--- src/rtl/axis_crossbar.sv ---
// axis_crossbar: non-blocking AXI-Stream crossbar. Every slave port feeds its
// own first-word-fall-through FIFO; every master port owns a round-robin
// arbiter, so packets to different destinations flow concurrently. Routing is
// by the tdest of the first beat and stays locked until tlast. Packets whose
// tdest names no master are drained and counted.
//
// Per-slave state:
//   state    | meaning
//   S_IDLE   | head beat (if any) starts a new packet
//   S_LOCKED | packet is being forwarded by exactly one master
//   S_DROP   | packet has an invalid tdest, beats are discarded up to tlast
module axis_crossbar #(
    parameter int PORTS       = 4,
    parameter int TDATA_WIDTH = 8,
    parameter int TID_WIDTH   = 8,
    parameter int TUSER_WIDTH = 8,
    parameter int TDEST_WIDTH = 8,
    parameter int FIFO_AWIDTH = 2
) (
    input  logic                         clk,
    input  logic                         resn,
    input  logic [PORTS*TDATA_WIDTH-1:0] s_axis_tdata,
    input  logic [PORTS*TUSER_WIDTH-1:0] s_axis_tuser,
    input  logic [PORTS*TDEST_WIDTH-1:0] s_axis_tdest,
    input  logic [PORTS*TID_WIDTH-1:0]   s_axis_tid,
    input  logic [PORTS-1:0]             s_axis_tvalid,
    input  logic [PORTS-1:0]             s_axis_tlast,
    output logic [PORTS-1:0]             s_axis_tready,
    output logic [PORTS*TDATA_WIDTH-1:0] m_axis_tdata,
    output logic [PORTS*TUSER_WIDTH-1:0] m_axis_tuser,
    output logic [PORTS*TDEST_WIDTH-1:0] m_axis_tdest,
    output logic [PORTS*TID_WIDTH-1:0]   m_axis_tid,
    output logic [PORTS-1:0]             m_axis_tvalid,
    output logic [PORTS-1:0]             m_axis_tlast,
    input  logic [PORTS-1:0]             m_axis_tready,
    output logic [PORTS-1:0]             m_port_busy,
    output logic [15:0]                  drop_count
);

    localparam int DEPTH = 2 ** FIFO_AWIDTH;
    localparam int SW    = $clog2(PORTS);
    localparam int EW    = 1 + TUSER_WIDTH + TDEST_WIDTH + TDATA_WIDTH;
    localparam int CW    = FIFO_AWIDTH + 1;

    typedef enum logic [1:0] {
        S_IDLE   = 2'd0,
        S_LOCKED = 2'd1,
        S_DROP   = 2'd2
    } slv_state_e;

    // FIFO storage, entry = {tlast, tuser, tdest, tdata}
    logic [EW-1:0]          mem       [PORTS][DEPTH];
    logic [FIFO_AWIDTH-1:0] wr_ptr    [PORTS];
    logic [FIFO_AWIDTH-1:0] rd_ptr    [PORTS];
    logic [CW-1:0]          count     [PORTS];
    logic [EW-1:0]          head      [PORTS];
    logic [TDEST_WIDTH-1:0] head_dest [PORTS];

    slv_state_e slv_state     [PORTS];
    slv_state_e slv_state_nxt [PORTS];

    logic [PORTS-1:0] empty, head_last, head_bad, at_start;
    logic [PORTS-1:0] push, pop, drop_pop, drop_start, granted, released;

    logic [PORTS-1:0] busy, grant_valid, hs;
    logic [SW-1:0]    lock_src   [PORTS];
    logic [SW-1:0]    last_grant [PORTS];
    logic [SW-1:0]    grant_src  [PORTS];
    logic [15:0]      drop_nxt;

    // tid on the slave side carries no meaning inside the crossbar
    logic unused_tid;
    assign unused_tid = ^s_axis_tid;

    assign m_port_busy = busy;

    // head decode, slave-side ready and drop detection
    always_comb begin
        for (int s = 0; s < PORTS; s++) begin
            head[s]          = mem[s][rd_ptr[s]];
            head_dest[s]     = head[s][TDATA_WIDTH +: TDEST_WIDTH];
            head_last[s]     = head[s][EW-1];
            empty[s]         = (count[s] == '0);
            head_bad[s]      = int'(head_dest[s]) >= PORTS;
            at_start[s]      = !empty[s] && (slv_state[s] == S_IDLE);
            drop_start[s]    = at_start[s] && head_bad[s];
            drop_pop[s]      = !empty[s] && ((slv_state[s] == S_DROP) || drop_start[s]);
            s_axis_tready[s] = resn && (count[s] < CW'(DEPTH));
            push[s]          = s_axis_tvalid[s] && s_axis_tready[s];
        end
    end

    // per-master round-robin choice among slaves whose packet starts with tdest == j
    always_comb begin
        int idx;
        idx = 0;
        for (int j = 0; j < PORTS; j++) begin
            grant_valid[j] = 1'b0;
            grant_src[j]   = '0;
            if (!busy[j]) begin
                for (int k = 1; k <= PORTS; k++) begin
                    idx = (int'(last_grant[j]) + k) % PORTS;
                    if (!grant_valid[j] && at_start[idx] && int'(head_dest[idx]) == j) begin
                        grant_valid[j] = 1'b1;
                        grant_src[j]   = SW'(idx);
                    end
                end
            end
        end
    end

    // master output mux; anything not carrying a valid beat is driven to zero
    always_comb begin
        m_axis_tdata  = '0;
        m_axis_tuser  = '0;
        m_axis_tdest  = '0;
        m_axis_tid    = '0;
        m_axis_tvalid = '0;
        m_axis_tlast  = '0;
        for (int j = 0; j < PORTS; j++) begin
            if (resn && busy[j] && !empty[lock_src[j]]) begin
                m_axis_tvalid[j] = 1'b1;
                m_axis_tlast[j]  = head_last[lock_src[j]];
                m_axis_tdata[j*TDATA_WIDTH +: TDATA_WIDTH] = head[lock_src[j]][0 +: TDATA_WIDTH];
                m_axis_tdest[j*TDEST_WIDTH +: TDEST_WIDTH] = head_dest[lock_src[j]];
                m_axis_tuser[j*TUSER_WIDTH +: TUSER_WIDTH] =
                    head[lock_src[j]][TDATA_WIDTH+TDEST_WIDTH +: TUSER_WIDTH];
                m_axis_tid[j*TID_WIDTH +: TID_WIDTH] = TID_WIDTH'(lock_src[j]);
            end
            hs[j] = m_axis_tvalid[j] && m_axis_tready[j];
        end
    end

    // FIFO pops and lock events gathered back onto the slave side
    always_comb begin
        pop      = drop_pop;
        granted  = '0;
        released = '0;
        for (int j = 0; j < PORTS; j++) begin
            if (hs[j]) begin
                pop[lock_src[j]] = 1'b1;
                if (m_axis_tlast[j]) released[lock_src[j]] = 1'b1;
            end
            if (grant_valid[j]) granted[grant_src[j]] = 1'b1;
        end
    end

    // per-slave next state
    always_comb begin
        for (int s = 0; s < PORTS; s++) begin
            slv_state_nxt[s] = slv_state[s];
            case (slv_state[s])
                S_IDLE: begin
                    if (granted[s])
                        slv_state_nxt[s] = S_LOCKED;
                    else if (drop_start[s] && !head_last[s])
                        slv_state_nxt[s] = S_DROP;
                end
                S_LOCKED: if (released[s]) slv_state_nxt[s] = S_IDLE;
                S_DROP:   if (drop_pop[s] && head_last[s]) slv_state_nxt[s] = S_IDLE;
                default:  slv_state_nxt[s] = S_IDLE;
            endcase
        end
    end

    // saturating drop counter, one increment per dropped packet
    always_comb begin
        drop_nxt = drop_count;
        for (int s = 0; s < PORTS; s++) begin
            if (drop_start[s] && drop_nxt != 16'hFFFF) drop_nxt = drop_nxt + 16'd1;
        end
    end

    // FIFO storage write, no reset needed on the data array
    always_ff @(posedge clk) begin
        for (int s = 0; s < PORTS; s++) begin
            if (push[s]) begin
                mem[s][wr_ptr[s]] <= {s_axis_tlast[s],
                                      s_axis_tuser[s*TUSER_WIDTH +: TUSER_WIDTH],
                                      s_axis_tdest[s*TDEST_WIDTH +: TDEST_WIDTH],
                                      s_axis_tdata[s*TDATA_WIDTH +: TDATA_WIDTH]};
            end
        end
    end

    // FIFO pointers and occupancy
    always_ff @(posedge clk or negedge resn) begin
        if (!resn) begin
            for (int s = 0; s < PORTS; s++) begin
                wr_ptr[s] <= '0;
                rd_ptr[s] <= '0;
                count[s]  <= '0;
            end
        end else begin
            for (int s = 0; s < PORTS; s++) begin
                if (push[s]) wr_ptr[s] <= wr_ptr[s] + FIFO_AWIDTH'(1);
                if (pop[s])  rd_ptr[s] <= rd_ptr[s] + FIFO_AWIDTH'(1);
                count[s] <= count[s] + CW'(push[s]) - CW'(pop[s]);
            end
        end
    end

    // slave state register and drop counter
    always_ff @(posedge clk or negedge resn) begin
        if (!resn) begin
            for (int s = 0; s < PORTS; s++) slv_state[s] <= S_IDLE;
            drop_count <= '0;
        end else begin
            for (int s = 0; s < PORTS; s++) slv_state[s] <= slv_state_nxt[s];
            drop_count <= drop_nxt;
        end
    end

    // master lock registers: grant when idle, release on the tlast handshake
    always_ff @(posedge clk or negedge resn) begin
        if (!resn) begin
            for (int j = 0; j < PORTS; j++) begin
                busy[j]       <= 1'b0;
                lock_src[j]   <= '0;
                last_grant[j] <= SW'(PORTS - 1);
            end
        end else begin
            for (int j = 0; j < PORTS; j++) begin
                if (busy[j]) begin
                    if (hs[j] && m_axis_tlast[j]) begin
                        busy[j]       <= 1'b0;
                        last_grant[j] <= lock_src[j];
                    end
                end else if (grant_valid[j]) begin
                    busy[j]     <= 1'b1;
                    lock_src[j] <= grant_src[j];
                end
            end
        end
    end

endmodule

--- config.mk ---
export PLATFORM = sky130hd
export DESIGN_NAME = axis_crossbar
export DESIGN_NICKNAME = d
export VERILOG_FILES = /design/src/rtl/axis_crossbar.sv
export SDC_FILE = /design/constraint.sdc
export NUM_CORES = 1
export LEC_CHECK = 0
export CAP_MARGIN = 20
export CORE_ASPECT_RATIO = 1.2
export CORE_UTILIZATION = 62
export CTS_BUF_LIST = sky130_fd_sc_hd__clkbuf_4
export DETAILED_ROUTE_END_ITERATION = 7
export GPL_TIMING_DRIVEN = 0
export MAX_ROUTING_LAYER = met4
export PLACE_DENSITY = 0.88
export REMOVE_ABC_BUFFERS = 1
export SKIP_CTS_REPAIR_TIMING = 1
export SLEW_MARGIN = 20
export SYNTH_ARGS = -nofsm -noshare
export SYNTH_HDL_FRONTEND = slang
export SYNTH_SLANG_ARGS = --single-unit
export TNS_END_PERCENT = 100
--- constraint.sdc ---
create_clock -name clk -period 22.2 [get_ports clk]
set_clock_uncertainty 0.2 [all_clocks]
set_input_delay 4.44 -clock clk [delete_from_list [all_inputs] [get_ports clk]]
set_output_delay 4.44 -clock clk [all_outputs]
set_load 0.01 [all_outputs]
* Word-level counts from Yosys, hierarchy flattened
Memory sizes are Yosys's and may differ from the RTL's.
Cells that the tools add are included.
** Storage, ports and cells
- Bits in registers :: 72
- Bits in writable memories :: 400
- Input bits :: 142
- Output and inout port bits :: 160
- Logic and storage cells :: 693
- Memories :: 1
** Cells by class
- $add $sub $neg :: 36
- Magnitude comparators :: 72
- Equality and inequality tests :: 36
- Mux-type cells :: 308
- Bitwise logic cells :: 58
- Reductions and logical operators :: 156
** Memory list
- mem :: depth 4, bits a word 100, rd ports 4, clocked after Yosys merged registers in 0, wr ports 4, RTL line 52 : logic [EW-1:0] mem [PORTS][DEPTH];
** Operators by type and width (count)
- 32-bit by 3-bit >= comparator with 1-bit output (second input constant) :: 16
- 32-bit inverter :: 16
- 8-bit two-way mux :: 52
- 25-bit binary-select mux with 2-bit select :: 8
- 100-bit two-way mux :: 4
- 8-bit binary-select mux with 2-bit select :: 20
- 25-bit two-way mux :: 12
- 25-bit demux with 2-bit select :: 4
- 24-bit two-way mux :: 8
- 1-bit two-way mux :: 104
- 1-bit logical AND :: 88
- 2-bit two-way mux :: 40
- 16-bit by 1-bit adder with 16-bit output (second input constant) :: 4
- 8-bit by 3-bit equality test with 1-bit output (second input constant) :: 8
- 3-bit by 4-bit less-than comparator with 1-bit output (second input constant) :: 16
- 16-bit two-way mux :: 4
- 4-bit two-way mux :: 16
- 16-bit != test (second input constant) :: 4
- 1-bit binary-select mux with 2-bit select :: 24
- 4-bit bitwise OR :: 10
- 3-bit >= comparator (second input constant) :: 12
- 2-bit inverter with 3-bit output :: 12
- 2-bit by 1-bit adder with 2-bit output (second input constant) :: 16
- 8-bit by 2-bit equality test with 1-bit output (second input constant) :: 4
- other kinds (25) :: 164

* Logic depth before layout (Yosys ltp)
Gate-level depths: netlist (run 1).
- Depth after elaboration :: 39
- Gate-level depth with buffers :: 27
- Gate-level depth less buffers :: 26

* Least setup slack after synthesis (run 1)
No wires, ideal clock.
- Path kind :: in2out
- From :: input resn
- To :: output m_axis_tdest[24]
- Arrival time :: 5.483 ns
- Data required time :: 17.560 ns
- Slack :: 12.077 ns
- Stages :: 5
- Path buffers :: 2
- Path through :: o211ai_1 > a21o_1 > clkbuf_1 > buf_1 > a311oi_1
** Between the ends
- Cells in the longest elaborated chain, start to end :: 3
** Ends and longest elaborated chain
- start, declared :: RTL line 21 : input logic resn,
- 1-bit logical AND (2 in series) :: RTL line 121 : if (resn && busy[j] && !empty[lock_src[j]]) begin
- 8-bit two-way mux :: RTL line 121
- end, declared :: RTL line 31 : output logic [PORTS*TDEST_WIDTH-1:0] m_axis_tdest,
Every way passes these cells.

* Worst setup path in the final report (run 1)
- From :: input resn
- To :: output m_axis_tdata[15]
** Between the ends
- Cells in the longest elaborated chain, start to end :: 3
** Ends and longest elaborated chain
- 1-bit logical AND (2 in series) :: RTL line 121
- 8-bit two-way mux :: RTL line 121
- end, declared :: RTL line 29 : output logic [PORTS*TDATA_WIDTH-1:0] m_axis_tdata,
Every way passes these cells.

==> results.toml, run 1 <==
[timing]
final_period_minus_worst_setup_slack_ps = 11420
hold-worst-slack_ps = 294
setup_total_negative_slack_ps = 0
timing.final.setup_violations = 0
setup_repair_after_global_routing_missed_its_margin = "no"
final.period_utilization = 0.514
finalHoldViolations = 0
max_freq_mhz = 87.6
finalMaxSlewViolations = 0
worst_case_headroom_to_the_max_slew_limit = 0.283
timing_worst_slew_pin_value_ps = 1070

[setup_path]
timing.critical_path.mode_cell = "sky130_fd_sc_hd__buf_16"
cp_data_required_time_ps = 17560
crit_arrival_ps = 6780
timing.critical_path.to_type = "output pin"
critical_path.startpoint = "resn"
timing.critical_path.from_type = "input pin"
regToRegSetupSlack_ps = 12250
regToRegStartpoint = "rd_ptr[7]"
timing.critical_path.cells = "buf_4 > buf_16 > o2111ai_4 > buf_16 > nor2b_1 > clkdlybuf4s50_1"
crit_path_max_incr_delay_ps = 610
ff2ff_path_depth = 23
worst_path_max_delay_cell = "sky130_fd_sc_hd__clkdlybuf4s50_1"
maximum_net_fanout_on_the_critical_path = 51
timing.setup.critical_path_class = "input pin to output pin"
timing.rr.end = "drop_count[14]"

[clock_tree]
cts_root_buf = "sky130_fd_sc_hd__clkbuf_4"
cts.sink_count = 472
tritoncts = "built"
number_of_buffers_on_the_longest_clock_path = 3
h-tree-depth = 3
insertion_delay_ps = 870
cts.reportedPaths.clkPinSlew_ps = 70
cts-buffers-inserted = 108

[route]
num_vias = 17600
drt.antenna.violating_nets = 0
drt_pass1_iterations = 8
route.detailed.vias_per_inst = 6.97
routedWlPerCell_um = 31.2
drcViolationCount = 0
number_of_violations_reported_at_the_end_of_detailed_routing_iteration_0 = 2408
drt-total-wl_um = 78500

[floorplanning]
floorplan.initialDensity = 0.635
pin_count = 302
die_w_um = 182
fp.dieH_um = 219
core-area_sq_mm = 0.0382
row_count = 78
floorplan.die_area_sq_mm = 0.0399

[yosys]
synth_cells = 1605
synth_area_per_cell_sq_um = 15.1
synth_top_area_frac = 0.496
netlist_top_cells_count = "sky130_fd_sc_hd__edfxtp_1 (400), sky130_fd_sc_hd__mux4_2 (196), sky130_fd_sc_hd__nand2_1 (97)"
synth_seq_cells = 472
post_synth_main_area_contributors = "sky130_fd_sc_hd__edfxtp_1 (50%), sky130_fd_sc_hd__mux4_2 (18%), sky130_fd_sc_hd__dfrtp_1 (6.6%)"
number_of_synthesized_flops_with_an_enable_pin = 400
ys.warnings.count = 0
synth_seq_area_share = 0.571
ys_async_sr_fraction = 0.153
synth_flop_cell = "sky130_fd_sc_hd__edfxtp_1"
synth.most_common_cell = "sky130_fd_sc_hd__edfxtp_1"
count_of_different_cell_masters_after_synthesis = 95
netlist.top_cell.by_area = "sky130_fd_sc_hd__edfxtp_1"
post_synthesis_cell_area_sq_mm = 0.0242

[final_layout]
postLayoutCellArea_sq_mm = 0.0288
design.final.nets = 2065
final_layout_size_suffix_gt1_frac = 0.239
flow.area_growth_from_synthesis_pct = 18.9
final_cells = 2520
layout.filler_cells = 2157

[global_routing]
global_route_wire_length_before_repair_um = 109000
first_global_vias = 17200
grt_start_max_net_pins = 52
gr-total-overflow = 0
groute.usage.overall = 0.395
antenna_found_initial = 13

[pwr]
leakage_nw = 9.83
p_total_mw = 3.14
power.density_mw_per_mm2 = 109
max-vdd-ir-drop_mv = 0.0808

[place]
cell_area_after_placement_sq_mm = 0.0273
placed_cells = 2301
gp_congestion = 1.03
buffer_ports.inserted = 245
post_dp_hpwl_um = 51200

[hold_path]
worst_hold_startpoint = "slv_state[0]"
hp-class = "flop to flop"
worst_hold_path_ep = "slv_state[1]"
worst_hold_path.num_cells = 1

[outcome]
status = "completed"

[flow_run]
drv_cap = 0
-- metal layers --
| layer | up-vias | GRT usage | share of wire |
|---|---|---|---|
| li1 | 7026 | - | - |
| met1 | 8702 | 0.479 | 0.34 |
| met2 | 1532 | 0.623 | 0.49 |
| met3 | 313 | 0.0705 | 0.10 |
| met4 | 0 | 0.241 | 0.068 |
| met5 | - | - | 0 |
-- layout make-up --
type / instances / area, sq um / share of cell area
Tap cell: 520 / 651 / 0.0226
Sequential cell: 472 / 13800 / 0.481
Timing Repair Buffer: 261 / 2790 / 0.0967
Antenna cell: 17 / 42.5 / 0.00148
Clock inverter: 47 / 260 / 0.00904
Clock buffer: 155 / 1160 / 0.0404
Multi-Input combinational cell: 983 / 9810 / 0.341
Inverter: 65 / 245 / 0.00852
-- placed cells by master (no fill, tap or decap), types with 9 or more instances in the layout --
master,count
sky130_fd_sc_hd__a211oi_1,21
sky130_fd_sc_hd__a21oi_1,29
sky130_fd_sc_hd__a31oi_1,13
sky130_fd_sc_hd__and2_1,11
sky130_fd_sc_hd__and3_1,37
sky130_fd_sc_hd__and3_2,16
sky130_fd_sc_hd__buf_12,11
sky130_fd_sc_hd__clkbuf_4,155
sky130_fd_sc_hd__clkdlybuf4s50_1,244
sky130_fd_sc_hd__clkinv_1,30
sky130_fd_sc_hd__clkinv_2,11
sky130_fd_sc_hd__conb_1,24
sky130_fd_sc_hd__dfrtp_1,52
sky130_fd_sc_hd__dfrtp_2,12
sky130_fd_sc_hd__diode_2,17
sky130_fd_sc_hd__edfxtp_1,400
sky130_fd_sc_hd__ha_1,28
sky130_fd_sc_hd__inv_1,61
sky130_fd_sc_hd__mux2i_1,10
sky130_fd_sc_hd__mux4_2,196
sky130_fd_sc_hd__nand2_1,96
sky130_fd_sc_hd__nand3_1,32
sky130_fd_sc_hd__nand4_1,16
sky130_fd_sc_hd__nor2_1,54
sky130_fd_sc_hd__nor2b_1,81
sky130_fd_sc_hd__nor3_1,28
sky130_fd_sc_hd__nor4_1,9
sky130_fd_sc_hd__o21ai_0,31
sky130_fd_sc_hd__o31ai_1,10
sky130_fd_sc_hd__or2_2,9
sky130_fd_sc_hd__xnor2_1,44
sky130_fd_sc_hd__xor2_1,19
-- how the worst max path moves through the flow --
stage	to	slack (ps)	depth (start not counted)
floorplan	m_axis_tdest[0]	11820	4
global placement	m_axis_tdest[8]	5170	4
detailed placement	m_axis_tdata[15]	10870	6
CTS	m_axis_tdata[15]	10820	6
global route	m_axis_tdata[15]	10700	6
finish	m_axis_tdata[15]	10780	6
-- flip-flops by register name, summed over array words and instances, names as in the netlist --
signal / cells
mem: 400
drop_count: 16
count: 12
last_grant: 8
lock_src: 8
rd_ptr: 8
slv_state: 8
wr_ptr: 8
m_port_busy: 4
-- kinds of logic (layout without fill, tap and decap cells) --
group,after synthesis,after routing,synth area share
AND/OR/NAND/NOR,455,455,0.106
flip-flops,472,472,0.571
buffers and inverters,173,528,0.0314
XOR/XNOR,64,64,0.0231
other,1,41,0.000155
multiplexers,216,216,0.191
AO/OA/AOI/OAI,185,185,0.0570
adder cells (fa/ha/maj),39,39,0.0207
-- where the power goes --
group          leakage (nW)  internal [mW]  switching [mW]
sequential             4.47           1.07           0.115
clock                 0.846          0.349           0.369
combinational          4.51          0.560           0.681
total                  9.83           1.98            1.17
-- worst max-delay path: cells and delay by family --
family / cells / cell delay, ps
compound gates: 1 / 400
buf+inv: 4 / 1590
simple gates: 1 / 310
-- metrics by stage --
| stage | setup WS, ps | utilization |
|---|---|---|
| after floorplan | 11820 | - |
| after global placement | 5170 | 0.705 |
| after detailed placement | 10870 | 0.716 |
| after CTS | 10820 | 0.753 |
| after global routing | 10700 | 0.754 |
| final | 10780 | 0.755 |
(Power assumes the default switching activity.)
==> run 2, diff against run 1 <==
Settings changed: CORE_UTILIZATION 62 to 52, PLACE_DENSITY 0.88 to 0.78.
Clock period 22.2 ns to 9.5 ns, I/O delays scaled along.
==> results.toml, run 2 (same netlist as run 1, synthesis figures left out) <==
[outcome]
status = "completed"

[setup_path]
cp_data_required_time_ps = 10030
timing.setup.critical_path_class = "flop to flop"
cp_top_family = "compound AO/OA/AOI/OAI gates"
regToRegSetupSlack_ps = 520
timing.critical_path.from_type = "flop"
crit_buf_inv = 3
maximum_net_fanout_on_the_critical_path = 15
timing.critical_path.cells = "mux4_2 > nor2_2 > a211oi_1 > o21ai_0 > ha_1 > inv_1 > a211oi_1 > o41ai_1 > nor4_2 > a21oi_1 > a41oi_1 > nand2_1 > o41ai_4 > buf_12 > xnor2_1 > ha_1 > inv_1 > or4_1 > mux2i_1 > o22ai_1 > nor3b_4 > or3b_1 > nor2_1 > xor2_1"
worst_path_max_delay_cell = "sky130_fd_sc_hd__mux4_2"
crit_path_max_incr_delay_ps = 740
crit_arrival_ps = 9510
timing.critical_path.to_type = "flop"

[place]
post_dp_hpwl_um = 48600
pre_cts_ws_ps = -354
gp_congestion = 0.948
buffer_ports.inserted = 245
cell_area_after_placement_sq_mm = 0.0275

[final_layout]
final_common_cell = "sky130_fd_sc_hd__edfxtp_1"
postLayoutCellArea_sq_mm = 0.0289
final_layout_size_suffix_gt1_frac = 0.242
layout.core_utilization = 0.630
largest_reg_flops = 400
design.final.nets = 2071
layout.cells.most_common_list = "sky130_fd_sc_hd__edfxtp_1 (400), sky130_fd_sc_hd__clkdlybuf4s50_1 (244), sky130_fd_sc_hd__mux4_2 (196)"
flow.area_growth_from_synthesis_pct = 19.4

[route]
drcViolationCount = 0
drt_pass1_iterations = 5
number_of_violations_reported_at_the_end_of_detailed_routing_iteration_0 = 1469
drt.antenna.violating_nets = 0
route.detailed.vias_per_inst = 6.30
routedWlPerCell_um = 26.3
num_vias = 16500
drt-total-wl_um = 68800

[timing]
setup_repair_after_global_routing_missed_its_margin = "no"
timing.final.setup_violations = 0
hold-worst-slack_ps = 292
timing_worst_slew_pin_value_ps = 1170
final.period_utilization = 0.945
finalMaxSlewViolations = 0
max_freq_mhz = 111
final_period_minus_worst_setup_slack_ps = 8980
worst_case_headroom_to_the_max_slew_limit = 0.216
final.setup.worst_slack_ps = 525
finalHoldViolations = 0

[hold_path]
hp-class = "flop to flop"

[global_routing]
grt_start_max_net_pins = 54
groute.usage.overall = 0.305
first_global_vias = 16400
global_route_wire_length_before_repair_um = 101000
antenna_found_initial = 13
gr-total-overflow = 0

[floorplanning]
fp.dieH_um = 238
die_w_um = 199
pin_count = 302
row_count = 86
floorplan.die_area_sq_mm = 0.0475
floorplan.initialDensity = 0.527
core-area_sq_mm = 0.0459

[pwr]
max-vdd-ir-drop_mv = 0.129
power.density_mw_per_mm2 = 246
leakage_nw = 9.84

[clock_tree]
cts-buffers-inserted = 109
h-tree-depth = 3
number_of_buffers_on_the_longest_clock_path = 3
cts.reportedPaths.clkPinSlew_ps = 70
tritoncts = "built"
insertion_delay_ps = 820
cts.sink_count = 472
cts_root_buf = "sky130_fd_sc_hd__clkbuf_4"

[flow_run]
drv_cap = 0
-- run 2: stage by stage --
| stage | cells | TNS, ps | total power [mW] |
|---|---|---|---|
| final | 2612 | 0 | 7.11 |
| after global routing | 2611 | 0 | 7.42 |
| after CTS | 2595 | -1950 | 7.09 |
| after detailed placement | 2399 | -1890 | 5.51 |
| after global placement | 2381 | -161510 | 5.37 |
| after floorplan | 1520 | 0 | 4.38 |
-- run 2: final timing paths --
check	to	from	cells past startpoint
min	slv_state[1]	slv_state[0]	1
max in group asynchronous	last_grant[7]	resn	2
max	drop_count[14]	rd_ptr[6]	24
min in group asynchronous	count[7]	resn	1
min reg2reg	slv_state[1]	slv_state[0]	1
max reg2reg	drop_count[14]	rd_ptr[6]	24
-- run 2: cell type report --
class	instances	area [sq um]
Antenna cell	14	35.0
Clock buffer	158	1190
Clock inverter	38	184
Fill cell	3340	17000
Inverter	65	245
Multi-Input combinational cell	983	9810
Sequential cell	472	13800
Tap cell	616	771
Timing Repair Buffer	266	2870
-- run 2: report_power, final --
| part | internal, mW | leakage (nW) | switching [mW] |
|---|---|---|---|
| Sequential | 2.49 | 4.47 | 0.265 |
| Clock | 0.770 | 0.812 | 0.807 |
| Combinational | 1.32 | 4.55 | 1.45 |
-- run 2: metal layers --
| layer | global-route usage | up-vias | routed length (um) |
|---|---|---|---|
| met5 | - | - | 0 |
| met4 | 0.147 | 0 | 2790 |
| met3 | 0.0657 | 142 | 6890 |
| met2 | 0.483 | 1078 | 34600 |
| met1 | 0.373 | 8204 | 24600 |
| li1 | - | 7029 | - |
